==> config.mk <==
export PLATFORM = sky130hd
export DESIGN_NAME = axi_lite_iic_cmd_master
export DESIGN_NICKNAME = d
export VERILOG_FILES = /design/src/rtl/axi_lite_iic_cmd_master.sv
export SDC_FILE = /design/constraint.sdc
export NUM_CORES = 1
export LEC_CHECK = 0
export CAP_MARGIN = 20
export CORE_UTILIZATION = 35
export CTS_CLUSTER_SIZE = 40
export DETAILED_ROUTE_END_ITERATION = 8
export GPL_TIMING_DRIVEN = 0
export PLACE_DENSITY = 0.81
export SYNTH_ARGS = -nofsm -noshare
export SYNTH_HDL_FRONTEND = slang
export SYNTH_SLANG_ARGS = --single-unit
==> constraint.sdc <==
create_clock -name clk -period 2.9 [get_ports clk]
set_clock_uncertainty 0.05 [all_clocks]
set_input_delay 0.435 -clock clk [delete_from_list [all_inputs] [get_ports clk]]
set_output_delay 0.435 -clock clk [all_outputs]
set_load 0.1 [all_outputs]
==> src/rtl/axi_lite_iic_cmd_master.sv <==
// axi_lite_iic_cmd_master: accepts one register command at a time and runs it as a
// single AXI4-Lite write (AW+W then B) or read (AR then R), returning read data,
// bresp error and timeout status on a valid/ready response port. All outputs are flops.
module axi_lite_iic_cmd_master #(
  parameter int C_TIMEOUT = 4096
) (
  input  logic        clk,
  input  logic        reset,
  // command port
  input  logic        cmd_valid,
  output logic        cmd_ready,
  input  logic        cmd_write,
  input  logic [31:0] cmd_addr,
  input  logic [31:0] cmd_wdata,
  // response port
  output logic        rsp_valid,
  input  logic        rsp_ready,
  output logic [31:0] rsp_rdata,
  output logic        rsp_err,
  output logic        rsp_timeout,
  // AXI4-Lite master
  output logic [31:0] axi_lite_awaddr,
  output logic        axi_lite_awvalid,
  input  logic        axi_lite_awready,
  output logic [31:0] axi_lite_wdata,
  output logic        axi_lite_wvalid,
  input  logic        axi_lite_wready,
  input  logic [1:0]  axi_lite_bresp,
  input  logic        axi_lite_bvalid,
  output logic        axi_lite_bready,
  output logic [31:0] axi_lite_araddr,
  output logic        axi_lite_arvalid,
  input  logic        axi_lite_arready,
  input  logic [31:0] axi_lite_rdata,
  input  logic        axi_lite_rvalid,
  output logic        axi_lite_rready
);

  // Counter only needs to reach C_TIMEOUT-1; a zero timeout disables expiry entirely.
  localparam int              CNT_W    = (C_TIMEOUT > 1) ? $clog2(C_TIMEOUT) : 1;
  localparam logic [CNT_W-1:0] CNT_LAST = (C_TIMEOUT > 0) ? CNT_W'(C_TIMEOUT - 1) : '0;
  localparam logic            TO_EN    = (C_TIMEOUT > 0);

  typedef enum logic [2:0] {
    IDLE,
    WR_AW_W,
    WR_B,
    RD_AR,
    RD_R,
    RESP
  } state_t;

  state_t            state, state_nxt;
  logic [CNT_W-1:0]  cnt, cnt_nxt;
  logic              aw_done, aw_done_nxt;
  logic              w_done, w_done_nxt;
  logic              expired;
  logic              abort;
  logic              aw_hs, w_hs;

  logic        cmd_ready_nxt;
  logic        rsp_valid_nxt, rsp_err_nxt, rsp_timeout_nxt;
  logic [31:0] rsp_rdata_nxt;
  logic [31:0] awaddr_nxt, wdata_nxt, araddr_nxt;
  logic        awvalid_nxt, wvalid_nxt, bready_nxt, arvalid_nxt, rready_nxt;

  assign expired = TO_EN && (cnt == CNT_LAST);
  assign aw_hs   = axi_lite_awvalid & axi_lite_awready;
  assign w_hs    = axi_lite_wvalid & axi_lite_wready;

  // Next-state and next-output decode; every registered output is computed here.
  always_comb begin
    // NOTE: every *_nxt gets a default first so no path through the case infers a latch.
    state_nxt       = state;
    aw_done_nxt     = aw_done;
    w_done_nxt      = w_done;
    abort           = 1'b0;
    cmd_ready_nxt   = cmd_ready;
    rsp_valid_nxt   = rsp_valid;
    rsp_err_nxt     = rsp_err;
    rsp_timeout_nxt = rsp_timeout;
    rsp_rdata_nxt   = rsp_rdata;
    awaddr_nxt      = axi_lite_awaddr;
    wdata_nxt       = axi_lite_wdata;
    araddr_nxt      = axi_lite_araddr;
    awvalid_nxt     = axi_lite_awvalid;
    wvalid_nxt      = axi_lite_wvalid;
    bready_nxt      = axi_lite_bready;
    arvalid_nxt     = axi_lite_arvalid;
    rready_nxt      = axi_lite_rready;

    unique case (state)
      IDLE: begin
        cmd_ready_nxt = 1'b1;
        if (cmd_valid && cmd_ready) begin
          cmd_ready_nxt = 1'b0;
          awaddr_nxt    = cmd_addr;
          araddr_nxt    = cmd_addr;
          wdata_nxt     = cmd_wdata;
          if (cmd_write) begin
            state_nxt   = WR_AW_W;
            awvalid_nxt = 1'b1;
            wvalid_nxt  = 1'b1;
            aw_done_nxt = 1'b0;
            w_done_nxt  = 1'b0;
          end else begin
            state_nxt   = RD_AR;
            arvalid_nxt = 1'b1;
          end
        end
      end

      WR_AW_W: begin
        if (aw_hs) begin
          awvalid_nxt = 1'b0;
          aw_done_nxt = 1'b1;
        end
        if (w_hs) begin
          wvalid_nxt = 1'b0;
          w_done_nxt = 1'b1;
        end
        if ((aw_done || aw_hs) && (w_done || w_hs)) begin
          state_nxt  = WR_B;
          bready_nxt = 1'b1;
        end else if (expired) begin
          abort = 1'b1;
        end
      end

      WR_B: begin
        if (axi_lite_bvalid && axi_lite_bready) begin
          state_nxt       = RESP;
          bready_nxt      = 1'b0;
          rsp_valid_nxt   = 1'b1;
          rsp_err_nxt     = (axi_lite_bresp != 2'b00);
          rsp_timeout_nxt = 1'b0;
          rsp_rdata_nxt   = '0;
        end else if (expired) begin
          abort = 1'b1;
        end
      end

      RD_AR: begin
        if (axi_lite_arvalid && axi_lite_arready) begin
          state_nxt   = RD_R;
          arvalid_nxt = 1'b0;
          rready_nxt  = 1'b1;
        end else if (expired) begin
          abort = 1'b1;
        end
      end

      RD_R: begin
        if (axi_lite_rvalid && axi_lite_rready) begin
          state_nxt       = RESP;
          rready_nxt      = 1'b0;
          rsp_valid_nxt   = 1'b1;
          rsp_err_nxt     = 1'b0;
          rsp_timeout_nxt = 1'b0;
          rsp_rdata_nxt   = axi_lite_rdata;
        end else if (expired) begin
          abort = 1'b1;
        end
      end

      RESP: begin
        if (rsp_valid && rsp_ready) begin
          state_nxt     = IDLE;
          rsp_valid_nxt = 1'b0;
          cmd_ready_nxt = 1'b1;
        end
      end

      default: state_nxt = IDLE;
    endcase

    // Timeout recovery: drop every AXI valid/ready even mid-handshake and report.
    if (abort) begin
      state_nxt       = RESP;
      awvalid_nxt     = 1'b0;
      wvalid_nxt      = 1'b0;
      bready_nxt      = 1'b0;
      arvalid_nxt     = 1'b0;
      rready_nxt      = 1'b0;
      rsp_valid_nxt   = 1'b1;
      rsp_timeout_nxt = 1'b1;
      rsp_err_nxt     = 1'b0;
      rsp_rdata_nxt   = '0;
    end

    // Wait counter restarts on every state change and counts cycles spent in a state.
    cnt_nxt = (state_nxt != state) ? '0 : cnt + 1'b1;
  end

  // State, counter and output registers with synchronous reset.
  always_ff @(posedge clk) begin
    // NOTE: non-blocking assignments here so every flop samples pre-edge values together.
    if (reset) begin
      state            <= IDLE;
      cnt              <= '0;
      aw_done          <= 1'b0;
      w_done           <= 1'b0;
      cmd_ready        <= 1'b0;
      rsp_valid        <= 1'b0;
      rsp_err          <= 1'b0;
      rsp_timeout      <= 1'b0;
      rsp_rdata        <= '0;
      axi_lite_awaddr  <= '0;
      axi_lite_wdata   <= '0;
      axi_lite_araddr  <= '0;
      axi_lite_awvalid <= 1'b0;
      axi_lite_wvalid  <= 1'b0;
      axi_lite_bready  <= 1'b0;
      axi_lite_arvalid <= 1'b0;
      axi_lite_rready  <= 1'b0;
    end else begin
      state            <= state_nxt;
      cnt              <= cnt_nxt;
      aw_done          <= aw_done_nxt;
      w_done           <= w_done_nxt;
      cmd_ready        <= cmd_ready_nxt;
      rsp_valid        <= rsp_valid_nxt;
      rsp_err          <= rsp_err_nxt;
      rsp_timeout      <= rsp_timeout_nxt;
      rsp_rdata        <= rsp_rdata_nxt;
      axi_lite_awaddr  <= awaddr_nxt;
      axi_lite_wdata   <= wdata_nxt;
      axi_lite_araddr  <= araddr_nxt;
      axi_lite_awvalid <= awvalid_nxt;
      axi_lite_wvalid  <= wvalid_nxt;
      axi_lite_bready  <= bready_nxt;
      axi_lite_arvalid <= arvalid_nxt;
      axi_lite_rready  <= rready_nxt;
    end
  end

endmodule
==> summary.md <==
| Metric | Value |
|---|---|
| Clk Tree Root Cell | `clkbuf_16` |
| DRT Wirelength | `15600 µm` |
| Max Freq | `390 MHz` |
| TritonCTS clock tree | `done` |
| Total GRT Usage | `21.1%` |
| Post CTS Setup Buffer Count | `0` |
| RSZ-0062 raised after global routing | `false` |
| Die width | `121 µm` |
| Vias per std cell | `4.76` |
| Post-synth ARST share | `0%` |
| Count of final setup violators | `0` |
| Rel. slew slack | `29.3%` |
| Worst r2r path cells | `7` |
| # IOs | `245` |
| # DRC | `0` |
| Wire length per cell | `14.6 µm` |
| Hold Path Stages | `2` |
| Synth Flop Type | `dfxtp_1` |
| Crit Path Class | `reg -> out` |
| Clock sink total | `122` |
| Status | `finished, final reports clean` |
| HPWL after detailed placement | `11700 µm` |
| Initial antenna violation count | `0` |
| Final setup TNS | `0 ns` |
| Antenna-violating nets left | `0` |
| Vias | `5082` |
| Crit end category | `output port` |
| First-pass GRT wire length | `23800 µm` |
| Share of cells above drive strength 1 | `9.76%` |
| Vias in the first global route | `4776` |
| Sequential-to-total area share from yosys stat | `49.6%` |
| Synth Instances | `616` |
| Final min period | `2.57 ns` |
| Final worst-path cycle share | `88.5%` |
| Initial core utilization | `36.6%` |
| Worst-path clk slew | `0.06 ns` |
| Post-CTS sizing | `0` |
| Post-Syn Nets | `725` |
| Largest net degree at the start of global routing | `17` |
| CP required | `2.41 ns` |
| Post-Syn Area | `0.00492 mm²` |
| Iter 0 DRT Violations | `263` |
| Die H | `121 µm` |
| H-tree depth | `4` |
| VDD IR max | `385 µV` |
| Total CTS buffers | `17` |
| Final net count | `987` |
| Largest area contributor in the netlist | `dfxtp_1` |
| Leakage Power | `2.88 nW` |
| Worst hold path type | `reg -> reg` |
| Yosys cell types | `46` |
| Final instance area | `0.00822 mm²` |
| Crit-path max FO | `3` |
| Final hold viol count | `0` |
| TritonRoute pass-1 iters | `6` |
| Slew at the pin closest to its max-slew limit | `1.06 ns` |
| Die Area | `0.0145 mm²` |
| Number of flops mapped to enable cells by yosys | `0` |
| Top-area cell type share of the netlist area | `49.6%` |
| Grt ovf | `0` |
| Core Footprint | `0.0135 mm²` |
| Worst setup SP type | `flip-flop` |
| Max_cap viols | `0` |
| Syn. warnings | `0` |
| Clock Latency Late Sink | `0.41 ns` |
| Area Growth Syn to Fin | `66.9%` |
| Register bit count reported by yosys | `122` |
| Area post-placement | `0.00757 mm²` |
| Syn Area/Cell | `7.99 µm²` |
| CTS Hold Buffers Added | `0` |
| Worst EP arrival | `2.08 ns` |
| Routability cong. | `0.879` |
| CTS max path bufs | `2` |
| Tot Pwr | `5.39 mW` |
| Pwr Density | `656 mW/mm²` |
| Slew Limit Fails | `0` |
| Inserted Diodes | `0` |
| I/O Buffers | `243` |
| Ranking of synthesized cells by area | `dfxtp_1 (50%), nand2_1 (13%), a21oi_1 (11%)` |
| Row cnt | `42` |
worst max-delay path, cell delays in order, from the launching register on:
cell	delay, ns
dfxtp_1	0.37
buf_4	0.12
clkdlybuf4s50_1	1.18
synthesized netlist by cell type (2+ instances only):
cell	n
a21oi_1	112
and2_1	2
buf_1	3
buf_2	4
buf_4	36
clkbuf_1	29
dfxtp_1	122
inv_1	4
nand2_1	176
nand3_1	41
nand3b_1	2
nand4_1	3
nand4b_1	3
nor2_1	21
nor3_1	15
nor3_2	2
o21ai_0	2
or2_2	2
xnor2_1	3
xor2_1	8
sequential cells by signal (all words and copies together) (netlist names):
| register | cells |
|---|---|
| axi_lite_araddr | 32 |
| axi_lite_wdata | 32 |
| rsp_rdata | 32 |
| cnt | 12 |
| state | 3 |
| aw_done | 1 |
| axi_lite_arvalid | 1 |
| axi_lite_awvalid | 1 |
| axi_lite_bready | 1 |
| axi_lite_rready | 1 |
| axi_lite_wvalid | 1 |
| cmd_ready | 1 |
| rsp_err | 1 |
| rsp_timeout | 1 |
| rsp_valid | 1 |
| w_done | 1 |
through the flow:
stage	util (%)	hold slack, ns	instances	setup slack (ns)
after floorplan	-	0.379	616	0.389
after global placement	56.3	0.387	1035	0.325
after detailed placement	56.3	0.393	1035	0.295
after CTS	61.1	0.400	1067	0.308
after global routing	61.1	0.417	1067	0.287
final	61.1	0.398	1067	0.334
cells by family after synthesis:
logic type                 Yosys count  share of synthesized area, %
DFF                                122                          49.6
and+or+nand+nor                    276                          24.7
muxes                                1                         0.280
AOI/OAI and AO/OA                  127                          14.3
buffers and inverters               78                          8.95
xor gates and xnor gates            11                          1.96
adders and majority gates            1                         0.254
area by class of cell:
type	count	area (µm²)
buffer	73	422
clock buffer	19	453
clock inverter	13	188
fill	1208	5240
inverter	5	18.8
multi-input combinational	416	2040
sequential	122	2440
tap	176	220
timing repair buffer	243	2430
per-layer routing:
layer	vias up	global-route usage (%)	share of wire, %
met3	6	8.49	10
met1	2315	24.2	42
met2	211	35.2	48
met4	0	7.64	0.55
li1	2550	-	-
met5	-	0	0
final timing paths:
path,startpoint,to,slack (ns)
worst min-delay path,rsp_rdata[17],rsp_rdata[17],0.40
worst max register to register,state[1],cnt[5],0.49
worst min register to register,rsp_rdata[17],rsp_rdata[17],0.40
worst max-delay path,axi_lite_araddr[6],axi_lite_awaddr[6],0.33
power by group:
part           internal [mW]  total [mW]  leakage [nW]  switching [mW]
clock network           1.49        2.27         0.306           0.783
registers               1.75        1.80         0.989          0.0529
logic                  0.390        1.32          1.59           0.926
placed cells by master (no fill, tap or decap), types with 4 or more instances in the layout:
master / synthesis / final
nor3_1: 15 / 15
nor2_1: 21 / 21
nand3_1: 41 / 41
dfxtp_1: 122 / 122
clkbuf_16: 0 / 17
inv_1: 4 / 4
clkbuf_1: 29 / 29
buf_4: 36 / 36
a21oi_1: 112 / 112
xor2_1: 8 / 8
clkdlybuf4s50_1: 0 / 243
bufinv_16: 0 / 4
buf_2: 4 / 4
nand2_1: 176 / 176
Power figures use the tool's default switching activity.
==> patch 1 (same flow settings) <==
Encoding of `state_t`: now one-hot (6 bits for 6 states).
--- a/src/rtl/axi_lite_iic_cmd_master.sv
+++ b/src/rtl/axi_lite_iic_cmd_master.sv
@@ -41,13 +41,13 @@
   localparam logic [CNT_W-1:0] CNT_LAST = (C_TIMEOUT > 0) ? CNT_W'(C_TIMEOUT - 1) : '0;
   localparam logic            TO_EN    = (C_TIMEOUT > 0);
 
-  typedef enum logic [2:0] {
-    IDLE,
-    WR_AW_W,
-    WR_B,
-    RD_AR,
-    RD_R,
-    RESP
+  typedef enum logic [5:0] {
+    IDLE    = 6'b000001,
+    WR_AW_W = 6'b000010,
+    WR_B    = 6'b000100,
+    RD_AR   = 6'b001000,
+    RD_R    = 6'b010000,
+    RESP    = 6'b100000
   } state_t;
 
   state_t            state, state_nxt;
Check against the original RTL: same outputs for any inputs over 4 cycles, from zero or initial values and one cycle with reset high; so few cycles prove little.
==> patch 1 against the original RTL <==
Combinational power increased by 9%. Via count increased by 4.8%. Final area increased by 2.6%. Total power decreased by 2.6%. Routed wire length increased by 3.4%. Worst setup slack improved by 0.0058 ns. Synthesized cell count increased by 3.4%. Sequential cell count increased by 3. Synthesized area increased by 6.1%. Critical endpoint unchanged.
==> patch 1: results (changes against the original RTL) <==
stage,metric,value,unit,change
synth,synth_cell_types,42,,was 46
cells_and_area,sh_seq_area,29.7,%,about the same
hold_path,min_from,rsp_rdata[25],,was rsp_rdata[17]
critical_path,cp.arrival,2.08,ns,about the same
sta,slew_headroom,31.3,%,was 29.3%
placement,place_hpwl,12.0,mm,was 11.7 mm
global_route,gr-usage-met2,36.3,%,was 35.2%
synth,synthesis.nets,746,,was 725
cells_and_area,fin_nets,1008,,was 987
synth,ys_seq_area_share,47.9,%,was 49.6%
placement,dp_slack,0.176,ns,was 0.295 ns
run_status,run_status,"finished, final reports clean",,unchanged
power_and_ir_drop,total_leakage_power,2.97,nW,was 2.88 nW
cts,htree_levels,4,,unchanged
power_and_ir_drop,p_switching,1.80,mW,was 1.76 mW
global_route,gr-usage-met3,8.24,%,was 8.49%
power_and_ir_drop,ir_drop,0.458,mV,was 0.385 mV
cells_and_area,multi_input_cells,433,,was 416
drt,wl_met1,6.33,mm,was 6.52 mm
drt,vias,5324,,was 5082
global_route,grt_first_pass_wirelength,24.6,mm,was 23.8 mm
cells_and_area,clock_cell_area_share,6.44,%,was 7.80%
drt,first_iter_violations,183,,was 263
placement,dp.cells,1064,,was 1035
drt,routed_wl,16.1,mm,was 15.6 mm
synth,post_synth.cell_area_avg,8.20,um^2,was 7.99 um^2
cells_and_area,nClkBuffers,23,,was 19
global_route,grt_pass1_vias,5079,,was 4776
synth,ys_seq_elements,125,,was 122
hold_path,min_delay_worst_endpoint,rsp_rdata[25],,was rsp_rdata[17]
synth,synthTopCellsByCount,"nand2_1 (182), dfxtp_1 (125), a21oi_1 (107)",,"was nand2_1 (176), dfxtp_1 (122), a21oi_1 (112)"
critical_path,crit_path_max_incr_delay,1.12,ns,was 1.18 ns
cells_and_area,multi_input_area_share,26.8,%,was 24.8%
drt,first_pass_iters,4,,was 6
drt,wl_met3,1.35,mm,was 1.55 mm
global_route,track_usage,20.9,%,was 21.1%
drt,viasPerCell,4.87,,was 4.76
critical_path,r2r_slack,0.34,ns,was 0.49 ns
cells_and_area,buffers_excl_clock,320,,was 316
cells_and_area,nonClkBufAreaFrac,34.2,%,was 34.7%
drt,wl_met2,8.19,mm,was 7.40 mm
sta,holdWs,0.400,ns,was 0.398 ns
[patch 1: changes by cell type in the layout (fill, tap and decap cells not counted), moves of 4 or more]
| cell | unedited run | this run |
|---|---|---|
| a211oi_1 | 1 | 5 |
| a21oi_1 | 112 | 107 |
| buf_2 | 4 | 10 |
| nand2_1 | 176 | 182 |
| nand3_1 | 41 | 46 |
| nor2_1 | 21 | 15 |
| nor3_1 | 15 | 4 |
| nor4_2 | 0 | 12 |
[patch 1: power groups by stage]
stage          clock, mW  sequential (mW)  combinational, mW
5_1_grt             2.06             1.87               1.51
3_5_place_dp           0             1.89               1.44
2_1_floorplan          0             2.36              0.547
6_report            1.95             1.86               1.44
3_3_place_gp           0             1.89               1.44
4_1_cts             1.98             1.86               1.45
[patch 1: cells by family after synthesis]
family | share of synthesized area, %
AOI/OAI and AO/OA | 13.9
xor gates and xnor gates | 1.99
adders and majority gates | 0.240
buffers and inverters | 8.79
DFF | 47.9
and+or+nand+nor | 27.1
==> patch 2 (config.mk and constraints unchanged) <==
Without the edit above. The parameter `C_TIMEOUT` goes from 4096 to 8192.
--- a/src/rtl/axi_lite_iic_cmd_master.sv
+++ b/src/rtl/axi_lite_iic_cmd_master.sv
@@ -2,7 +2,7 @@
 // single AXI4-Lite write (AW+W then B) or read (AR then R), returning read data,
 // bresp error and timeout status on a valid/ready response port. All outputs are flops.
 module axi_lite_iic_cmd_master #(
-  parameter int C_TIMEOUT = 4096
+  parameter int C_TIMEOUT = 8192
 ) (
   input  logic        clk,
   input  logic        reset,
Check against the original RTL: same outputs for any inputs over 4 cycles, from zero or initial values and one cycle with reset high; that may be too few to reach the edited logic, so the function may still have changed.
==> patch 2 against the original RTL <==
Sequential share of layout area rose by 0.20 points. Routed wire length down 4.5%. Total power is 0.93% lower. Final area is 0.15% higher. Final cell count increased by 0.56%. Synthesized area is 0.43% higher. Synthesized cell count increased by 0.32%. Worst setup slack better by 0.0048 ns. Sequential cell count increased by 1. Worst hold slack got worse by 0.0014 ns. Global-route usage shrank 0.80 points. Largest cell class unchanged.
==> patch 2: results (changes against the original RTL) <==
stage,metric,value,unit,change
cells_and_area,diodes,0,,unchanged
power_and_ir_drop,total_leakage_power,2.92,nW,was 2.88 nW
placement,place_hpwl,11.1,mm,was 11.7 mm
global_route,antenna_found_initial,0,,unchanged
global_route,grt_max_degree,17,,unchanged
synth,synth_cell_types,42,,was 46
cells_and_area,fin_nets,989,,was 987
synth,synth_area_leaders,"dfxtp_1 (50%), nand2_1 (14%), a21oi_1 (11%), buf_4 (5.0%), nand3_1 (4.6%)",,"was dfxtp_1 (50%), nand2_1 (13%), a21oi_1 (11%), buf_4 (5.5%), nand3_1 (4.2%)"
global_route,track_usage,20.3,%,was 21.1%
cells_and_area,drive_above_1_share,9.18,%,was 9.76%
synth,synthesis.nets,727,,was 725
cts,cts_resized,0,,unchanged
cts,post_cts_buffers,0,,unchanged
power_and_ir_drop,ir_drop,0.340,mV,was 0.385 mV
run_status,run_status,"finished, final reports clean",,unchanged
drt,vias,5033,,was 5082
cells_and_area,top_regs,"axi_lite_araddr: 32 flops, axi_lite_wdata: 32 flops, rsp_rdata: 32 flops",,unchanged
critical_path,worst_path_max_delay_cell,clkdlybuf4s50_1,,unchanged
drt,first_iter_violations,229,,was 263
drt,wl_per_cell,13.9,um,was 14.6 um
global_route,grt_first_pass_wirelength,23.2,mm,was 23.8 mm
synth,async_reset_ff_share,0,%,unchanged
global_route,grt_pass1_vias,4705,,was 4776
cts,clock_latency,0.41,ns,about the same
sta,tightestPinTransition,1.04,ns,was 1.06 ns
placement,dp_slack,0.0773,ns,was 0.295 ns
synth,ys_seq_area_share,49.8,%,was 49.6%
cts,clk_path_buf_depth,2,,unchanged
critical_path,crit_path_max_incr_delay,1.13,ns,was 1.18 ns
placement,gp_congestion,0.834,,was 0.879
critical_path,cp.arrival,2.08,ns,about the same
synth,synthTopCellsByCount,"nand2_1 (180), dfxtp_1 (123), a21oi_1 (109)",,"was nand2_1 (176), dfxtp_1 (122), a21oi_1 (112)"
drt,first_pass_iters,4,,was 6
[patch 2: cell count changes in the layout (fill, tap and decap cells not counted), sizes merged, moves of 3 or more]
cell	change
and3	+3
clkbuf	+6
nor4	+8
nand3	+4
nor2	-3
xnor2	+4
nand4b	-3
buf	-4
nand2	+5
nor3	-7
[patch 2: critical path: cells and delay by family (launching register included)]
| kind | cells | cell delay, ns |
|---|---|---|
| flops | 1 | 0.40 |
| buf+inv | 2 | 1.26 |
[patch 2: logic make-up (layout without fill, tap and decap cells)]
| group | count (synthesis) | after routing | share of synthesized area [%] |
|---|---|---|---|
| AOI/OAI and AO/OA | 126 | 126 | 14.1 |
| DFF | 123 | 123 | 49.8 |
| buffers and inverters | 77 | 352 | 8.63 |
| and+or+nand+nor | 277 | 277 | 24.6 |
| adders and majority gates | 1 | 1 | 0.253 |
| xor gates and xnor gates | 14 | 14 | 2.63 |
[patch 2: path summary, 6_finish.rpt]
kind	start	end	slack, ns	depth (start not counted)
worst min-delay path	aw_done	aw_done	0.40	2
worst max register to register	cnt[0]	cnt[2]	0.42	8
worst max-delay path	axi_lite_araddr[3]	axi_lite_awaddr[3]	0.34	2
worst min register to register	aw_done	aw_done	0.40	2
[patch 2: final cells by class]
class / instances / area [um^2]
clock inverters: 12 / 160
well taps: 180 / 225
inverters: 3 / 11.3
fillers: 1218 / 5600
plain buffers: 74 / 415
repair buffers: 243 / 2430
multi-input cells: 418 / 2050
flip-flops and latches: 123 / 2460
clock buffers: 20 / 467
[patch 2: where the power goes]
group	leakage (nW)	internal [mW]	total, mW	switching (mW)
logic	1.62	0.391	1.32	0.925
clock network	0.296	1.43	2.21	0.783
registers	0.997	1.76	1.82	0.0515
total	2.92	3.58	5.34	1.76
[patch 2: through the flow]
stage | total power, mW | utilization, % | hold WS, ns | area (um^2) | std cells
floorplan | 2.77 | - | 0.382 | 4940 | 618
global placement | 3.16 | 55.0 | 0.387 | 7600 | 1041
detailed placement | 3.17 | 55.0 | 0.393 | 7600 | 1041
CTS | 5.38 | 59.5 | 0.400 | 8230 | 1073
global route | 5.54 | 59.5 | 0.410 | 8230 | 1073
finish | 5.34 | 59.5 | 0.396 | 8230 | 1073
[patch 2: routing by layer]
layer | track usage (%) | share of wire [%] | wire [um]
met5 | 0 | 0 | 0
met4 | 9.72 | 2.9 | 435
met3 | 5.24 | 5.3 | 784
met2 | 34.3 | 49 | 7320
met1 | 23.8 | 43 | 6320
